## config.mk

```make
export PLATFORM = sky130hd
export DESIGN_NAME = mips_cpu_mult_div_flat
export DESIGN_NICKNAME = d
export VERILOG_FILES = /design/src/rtl/mips_cpu_mult_div_if.sv /design/src/rtl/mips_cpu_mult_div.sv /design/src/flat_wrapper.sv
export SDC_FILE = /design/constraint.sdc
export NUM_CORES = 1
export LEC_CHECK = 0
export BUFFER_PORTS_ARGS = -buffer_cell sky130_fd_sc_hd__buf_2
export CORE_AREA = 2 2 146 176
export CTS_CLUSTER_SIZE = 16
export DETAILED_ROUTE_END_ITERATION = 8
export DIE_AREA = 0 0 148 178
export PLACE_DENSITY = 0.92
export SLEW_MARGIN = 25
export SYNTH_ARGS = -nofsm -noshare
export SYNTH_HDL_FRONTEND = slang
export SYNTH_SLANG_ARGS = --single-unit
```

## constraint.sdc

```tcl
create_clock -name clk -period 5.3 [get_ports clk]
set_clock_uncertainty 0.2 [all_clocks]
set_input_delay 0.53 -clock clk [delete_from_list [all_inputs] [get_ports clk]]
set_output_delay 0.53 -clock clk [all_outputs]
set_load 0.05 [all_outputs]
```

## src/rtl/mips_cpu_mult_div_if.sv

```systemverilog
// Request/result bundle between the CPU pipeline and the HI/LO multiply-divide unit.
// master = pipeline side, slave = multiply-divide unit.
interface mips_cpu_mult_div_if;
    logic        start;
    logic [1:0]  op;
    logic [31:0] operand_a;
    logic [31:0] operand_b;
    logic        write_hi;
    logic        write_lo;
    logic [31:0] write_data;
    logic        busy;
    logic        done;
    logic [31:0] hi;
    logic [31:0] lo;

    modport master (
        output start, op, operand_a, operand_b, write_hi, write_lo, write_data,
        input  busy, done, hi, lo
    );

    modport slave (
        input  start, op, operand_a, operand_b, write_hi, write_lo, write_data,
        output busy, done, hi, lo
    );
endinterface

```

## src/rtl/mips_cpu_mult_div.sv

```systemverilog
// Iterative MULT/MULTU/DIV/DIVU unit owning the HI/LO registers, 1 bit per cycle.
// Latency: start at E0 -> hi/lo/done valid after E33.
// Backpressure: start, MTHI and MTLO are dropped while busy; no queueing.
module mips_cpu_mult_div (
    input logic                   clk,
    input logic                   reset,
    mips_cpu_mult_div_if.slave    md
);
    typedef enum logic [1:0] {IDLE, RUN, FIN} state_t;

    state_t      state, state_nxt;
    logic [5:0]  count;
    logic [63:0] acc;
    logic [31:0] opnd;
    logic        is_div;
    logic        neg_res;
    logic        neg_rem;
    logic        b_zero;
    logic [31:0] hi_q;
    logic [31:0] lo_q;
    logic        done_q;

    // Operand conditioning for the accept edge.
    logic        sgn, a_neg, b_neg;
    logic [31:0] a_mag, b_mag;

    always_comb begin
        sgn   = ~md.op[0];
        a_neg = sgn & md.operand_a[31];
        b_neg = sgn & md.operand_b[31];
        a_mag = a_neg ? (32'd0 - md.operand_a) : md.operand_a;
        b_mag = b_neg ? (32'd0 - md.operand_b) : md.operand_b;
    end

    // One iteration: acc holds {partial product, multiplier} or {remainder, quotient}.
    logic [32:0] mul_sum;
    logic [32:0] div_shift;
    logic [32:0] div_diff;
    logic        div_ok;
    logic [63:0] acc_step;

    always_comb begin
        mul_sum   = {1'b0, acc[63:32]} + (acc[0] ? {1'b0, opnd} : 33'd0);
        div_shift = acc[63:31];
        div_diff  = div_shift - {1'b0, opnd};
        div_ok    = ~div_diff[32];
        if (is_div)
            acc_step = {(div_ok ? div_diff[31:0] : div_shift[31:0]), acc[30:0], div_ok};
        else
            acc_step = {mul_sum, acc[31:1]};
    end

    // Sign correction; divide-by-zero leaves remainder = dividend, so only lo is forced.
    logic [63:0] prod_fix;
    logic [31:0] quo_fix;
    logic [31:0] rem_fix;
    logic [31:0] fin_hi;
    logic [31:0] fin_lo;

    always_comb begin
        prod_fix = neg_res ? (64'd0 - acc) : acc;
        quo_fix  = neg_res ? (32'd0 - acc[31:0]) : acc[31:0];
        rem_fix  = neg_rem ? (32'd0 - acc[63:32]) : acc[63:32];
        if (is_div) begin
            fin_hi = rem_fix;
            fin_lo = b_zero ? 32'hFFFF_FFFF : quo_fix;
        end else begin
            fin_hi = prod_fix[63:32];
            fin_lo = prod_fix[31:0];
        end
    end

    always_ff @(posedge clk) begin
        if (reset)
            state <= IDLE;
        else
            state <= state_nxt;
    end

    always_comb begin
        state_nxt = state;
        case (state)
            IDLE:    if (md.start) state_nxt = RUN;
            RUN:     if (count == 6'd31) state_nxt = FIN;
            FIN:     state_nxt = IDLE;
            default: state_nxt = IDLE;
        endcase
    end

    always_ff @(posedge clk) begin
        if (reset) begin
            count   <= 6'd0;
            acc     <= 64'd0;
            opnd    <= 32'd0;
            is_div  <= 1'b0;
            neg_res <= 1'b0;
            neg_rem <= 1'b0;
            b_zero  <= 1'b0;
            hi_q    <= 32'd0;
            lo_q    <= 32'd0;
            done_q  <= 1'b0;
        end else begin
            done_q <= (state == FIN);
            case (state)
                IDLE: begin
                    if (md.start) begin
                        count   <= 6'd0;
                        is_div  <= md.op[1];
                        neg_res <= a_neg ^ b_neg;
                        neg_rem <= md.op[1] & a_neg;
                        b_zero  <= (md.operand_b == 32'd0);
                        if (md.op[1]) begin
                            acc  <= {32'd0, a_mag};
                            opnd <= b_mag;
                        end else begin
                            acc  <= {32'd0, b_mag};
                            opnd <= a_mag;
                        end
                    end else begin
                        if (md.write_hi) hi_q <= md.write_data;
                        if (md.write_lo) lo_q <= md.write_data;
                    end
                end
                RUN: begin
                    acc   <= acc_step;
                    count <= count + 6'd1;
                end
                FIN: begin
                    hi_q <= fin_hi;
                    lo_q <= fin_lo;
                end
                default: ;
            endcase
        end
    end

    assign md.busy = (state != IDLE);
    assign md.done = done_q;
    assign md.hi   = hi_q;
    assign md.lo   = lo_q;
endmodule

```

## src/flat_wrapper.sv

```systemverilog
// flat-port wrapper written by rule: the top's interface ports become plain ports
module mips_cpu_mult_div_flat 
  (clk, reset, md_start, md_op, md_operand_a, md_operand_b, md_write_hi, md_write_lo, md_write_data, md_busy, md_done, md_hi, md_lo);
  mips_cpu_mult_div_if md_i ();
  input logic clk;
  input logic reset;
  input wire logic [$bits(md_i.start)-1:0] md_start;
  input wire logic [$bits(md_i.op)-1:0] md_op;
  input wire logic [$bits(md_i.operand_a)-1:0] md_operand_a;
  input wire logic [$bits(md_i.operand_b)-1:0] md_operand_b;
  input wire logic [$bits(md_i.write_hi)-1:0] md_write_hi;
  input wire logic [$bits(md_i.write_lo)-1:0] md_write_lo;
  input wire logic [$bits(md_i.write_data)-1:0] md_write_data;
  output wire logic [$bits(md_i.busy)-1:0] md_busy;
  output wire logic [$bits(md_i.done)-1:0] md_done;
  output wire logic [$bits(md_i.hi)-1:0] md_hi;
  output wire logic [$bits(md_i.lo)-1:0] md_lo;
  assign md_i.start = md_start;
  assign md_i.op = md_op;
  assign md_i.operand_a = md_operand_a;
  assign md_i.operand_b = md_operand_b;
  assign md_i.write_hi = md_write_hi;
  assign md_i.write_lo = md_write_lo;
  assign md_i.write_data = md_write_data;
  assign md_busy = md_i.busy;
  assign md_done = md_i.done;
  assign md_hi = md_i.hi;
  assign md_lo = md_i.lo;
  mips_cpu_mult_div u_core (.clk(clk), .reset(reset), .md(md_i));
endmodule
```

==> summary.txt <==
CTS
  • TritonCTS clock tree: yes
  • Level count of the clock H-tree: 4
  • Buffer count from post-CTS setup fixing: 0
  • Number of clock buffers inserted by TritonCTS: 17
  • Clock insertion delay at the later pin of the skew report: 0.44 ns
  • Count of instances resized after the clock tree is built: 0
  • Maximum clock path buffer count: 2
  • Clock transition at the registers of the reported paths: 0.08 ns
  • Number of clock sinks: 173
  • Hold-fix buffer count after cts: 0
  • Clock Root Buffer: clkbuf_16

Worst setup path
  • Critical path class: flop to flop
  • Element type at the critical path start: flop
  • Crit. End Element: flop
  • Arrival @ worst endpoint: 4.36 ns
  • Req. time, crit path: 5.41 ns
  • Maximum fanout along the worst path: 14

Final layout
  • Final standard cell utilization of the core: 0.652
  • Most used cells in the layout excluding fill and tap cells: 206 x nor2_1, 193 x nand2_1, 186 x a21oi_1, 172 x dfxtp_1, 167 x buf_2
  • Most common cell after layout, fill and taps aside: nor2_1
  • Post-layout net count: 2190
  • Share of cells above drive strength 1: 0.131
  • Antenna Diode Count: 0
  • Reg area: 3470 sq um
  • Area taken by multi-input logic gates: 10300 sq um
  • FILL cells: 2035
  • Syn-to-layout area delta: 10.1%

Place
  • Routability congestion estimate from global placement: 1.05
  • Quantity of I/O buffers inserted on ports: 168
  • HPWL Detailed: 35.2 mm

Die
  • Die span in y: 178 um
  • Die Span X: 148 um
  • # IOs: 169
  • Area of the placeable core: 24600 sq um
  • Number of placement rows: 63
  • Area enclosed by the die boundary: 26300 sq um
  • Starting density of the core: 0.592

Synthesis
  • Synthesized area per cell: 7.45 sq um
  • Number of different library cells in the post-synthesis netlist: 76
  • Synth Instances: 1955
  • Commonest register cell after synthesis: dfxtp_1
  • Share of flip-flops with an asynchronous set or reset after synthesis: 0
  • Number of synthesized flops with an enable pin: 0
  • Nets in the synthesized netlist: 2129
  • #FFs+latches synth: 173
  • Sequential area share after synthesis: 0.238
  • Yosys warns: 0
  • Cell area after technology mapping: 14600 sq um

STA
  • Remaining max-slew budget at the tightest pin: 0.294
  • Max Freq: 235 MHz
  • RSZ-0062 raised after global routing: no
  • Fin Setup TNS: 0 ns
  • Final Cycle Share: 0.802
  • Tmin final: 4.25 ns
  • Final slew viol count: 0
  • Actual slew at the worst max-slew pin: 1.06 ns
  • Number of setup violations in the final report: 0
  • Final Hold Violating Endpoints: 0

Global route
  • Maximum number of pins on one net before global-route repair: 102
  • Global routing usage summed across all routing layers: 0.350
  • Antenna violations before repair: 0
  • Total congestion overflow: 0
  • First-pass GRT wire length: 74.2 mm
  • Number of global-route vias before repair: 14200

Power
  • Standby leakage power: 6.64 nW
  • Ratio of total power to cell area: 257 nW/um^2
  • Largest voltage drop on the vdd net: 0.173 mV

Worst hold path
  • Worst min-delay path class: primary input to flop

Drt
  • Residual DRC count: 0
  • Number of detailed-route iterations in the first pass: 6
  • Average vias per placed instance: 6.63
  • Routed wire length per instance: 20.1 um
  • Antenna Violating Nets Remaining: 0
  • Overall via count from detail_route: 15600
  • Initial detailed-routing violation count: 1883
  • WL final: 47.3 mm

Status
  • Status: completed

Run
  • MaxCap Viol Count: 0
==> critical path, stage by stage, from the launching register on <==
cell      delay [ns]
dfxtp_1         0.52
inv_1           0.09
ha_1            0.22
fa_1            0.41
nand2b_1        0.19
a21o_1          0.18
a31o_2          0.24
o21ai_0         0.43
a221oi_1        0.24
nand2_1         0.14
o211a_1         0.56
mux2_2          0.41
a21oi_1         0.14
o311ai_0        0.14
==> synthesized netlist by cell type (7+ instances only) <==
cell type / n / area, sq um
mux2i_1: 71 / 711
a221o_1: 9 / 90.1
nand2b_1: 25 / 156
ha_1: 69 / 863
o211ai_1: 34 / 255
nor3_1: 35 / 175
a21o_1: 34 / 255
nor2_1: 208 / 781
o21a_1: 8 / 60.1
nor4_1: 15 / 93.8
nor2b_1: 18 / 113
nand4_1: 11 / 68.8
o31ai_1: 23 / 173
or3_1: 17 / 106
o21ai_0: 100 / 500
buf_1: 16 / 60.1
dfxtp_1: 173 / 3460
xnor2_1: 98 / 858
and2_1: 7 / 43.8
nor3b_1: 8 / 60.1
clkbuf_1: 118 / 443
xor2_1: 77 / 674
o221ai_1: 35 / 307
or2_2: 8 / 50.1
or4_1: 8 / 60.1
a21oi_1: 186 / 931
nand3_1: 26 / 130
a221oi_1: 9 / 78.8
nand2_1: 195 / 732
a211oi_1: 115 / 863
mux2_2: 7 / 78.8
a31oi_1: 19 / 119
a22oi_1: 10 / 75.1
o41ai_1: 8 / 70.1
inv_1: 61 / 229
==> registers in the layout, indices dropped and copies added (netlist names) <==
register	cells
u_core.neg_rem	1
u_core.md.done	1
u_core.neg_res	1
u_core.is_div	1
u_core.md.lo	32
u_core.count	6
u_core.opnd	32
u_core.md.hi	32
u_core.b_zero	1
u_core.state	2
u_core.acc	64
==> final cells by class <==
cell class                      count  share of cell area
Multi-Input combinational cell   1576               0.643
Sequential cell                   173               0.216
Timing Repair Buffer              187              0.0615
Clock buffer                       17              0.0265
Tap cell                          325              0.0254
Inverter                           61              0.0143
Clock inverter                     15              0.0127
==> cells by family (layout without fill, tap and decap cells) <==
logic type	after synthesis	count (layout)	synth area share
flip-flops	173	173	0.238
AO/OA/AOI/OAI	640	640	0.288
adder cells (fa/ha/maj)	71	71	0.0620
XOR/XNOR	175	175	0.105
buffers and inverters	206	280	0.0568
multiplexers	78	78	0.0542
AND/OR/NAND/NOR	612	612	0.196
==> path summary, 6_finish.rpt <==
path	start	endpoint	slack, ns	cells after the start
setup reg to reg	u_core.acc[31]	u_core.acc[56]	1.05	13
hold / removal	md_write_data[3]	u_core.md.hi[3]	0.25	3
hold reg to reg	u_core.md.lo[23]	u_core.md.lo[23]	0.25	2
setup / recovery	u_core.acc[31]	u_core.acc[56]	1.05	13
==> per-layer routing <==
layer / vias to the layer above / track usage / share of wire
met5: - / 0 / 0
met3: 178 / 0.0668 / 0.10
li1: 7236 / - / -
met4: 0 / 0.165 / 0.052
met1: 7217 / 0.452 / 0.39
met2: 966 / 0.566 / 0.45
==> report_power, final <==
group | internal [mW] | leakage [nW] | switching, mW
registers | 1.38 | 1.41 | 0.127
clock network | 0.652 | 0.302 | 0.666
logic | 0.472 | 4.92 | 0.830
total | 2.50 | 6.64 | 1.62
==> stage by stage <==
step | cell area, sq um | power, mW | setup WS, ns | hold WS (ns) | instances
final | 16000 | 4.12 | 1.05 | 0.247 | 2354
after global routing | 16000 | 4.28 | 0.891 | 0.247 | 2354
after CTS | 16000 | 4.07 | 1.18 | 0.236 | 2354
after detailed placement | 15400 | 2.78 | 1.20 | 0.243 | 2322
after global placement | 15400 | 2.74 | 1.30 | 0.237 | 2322
after floorplan | 14600 | 2.42 | 1.68 | 0.232 | 1955
No activity file was read; power rests on OpenSTA's default activity.
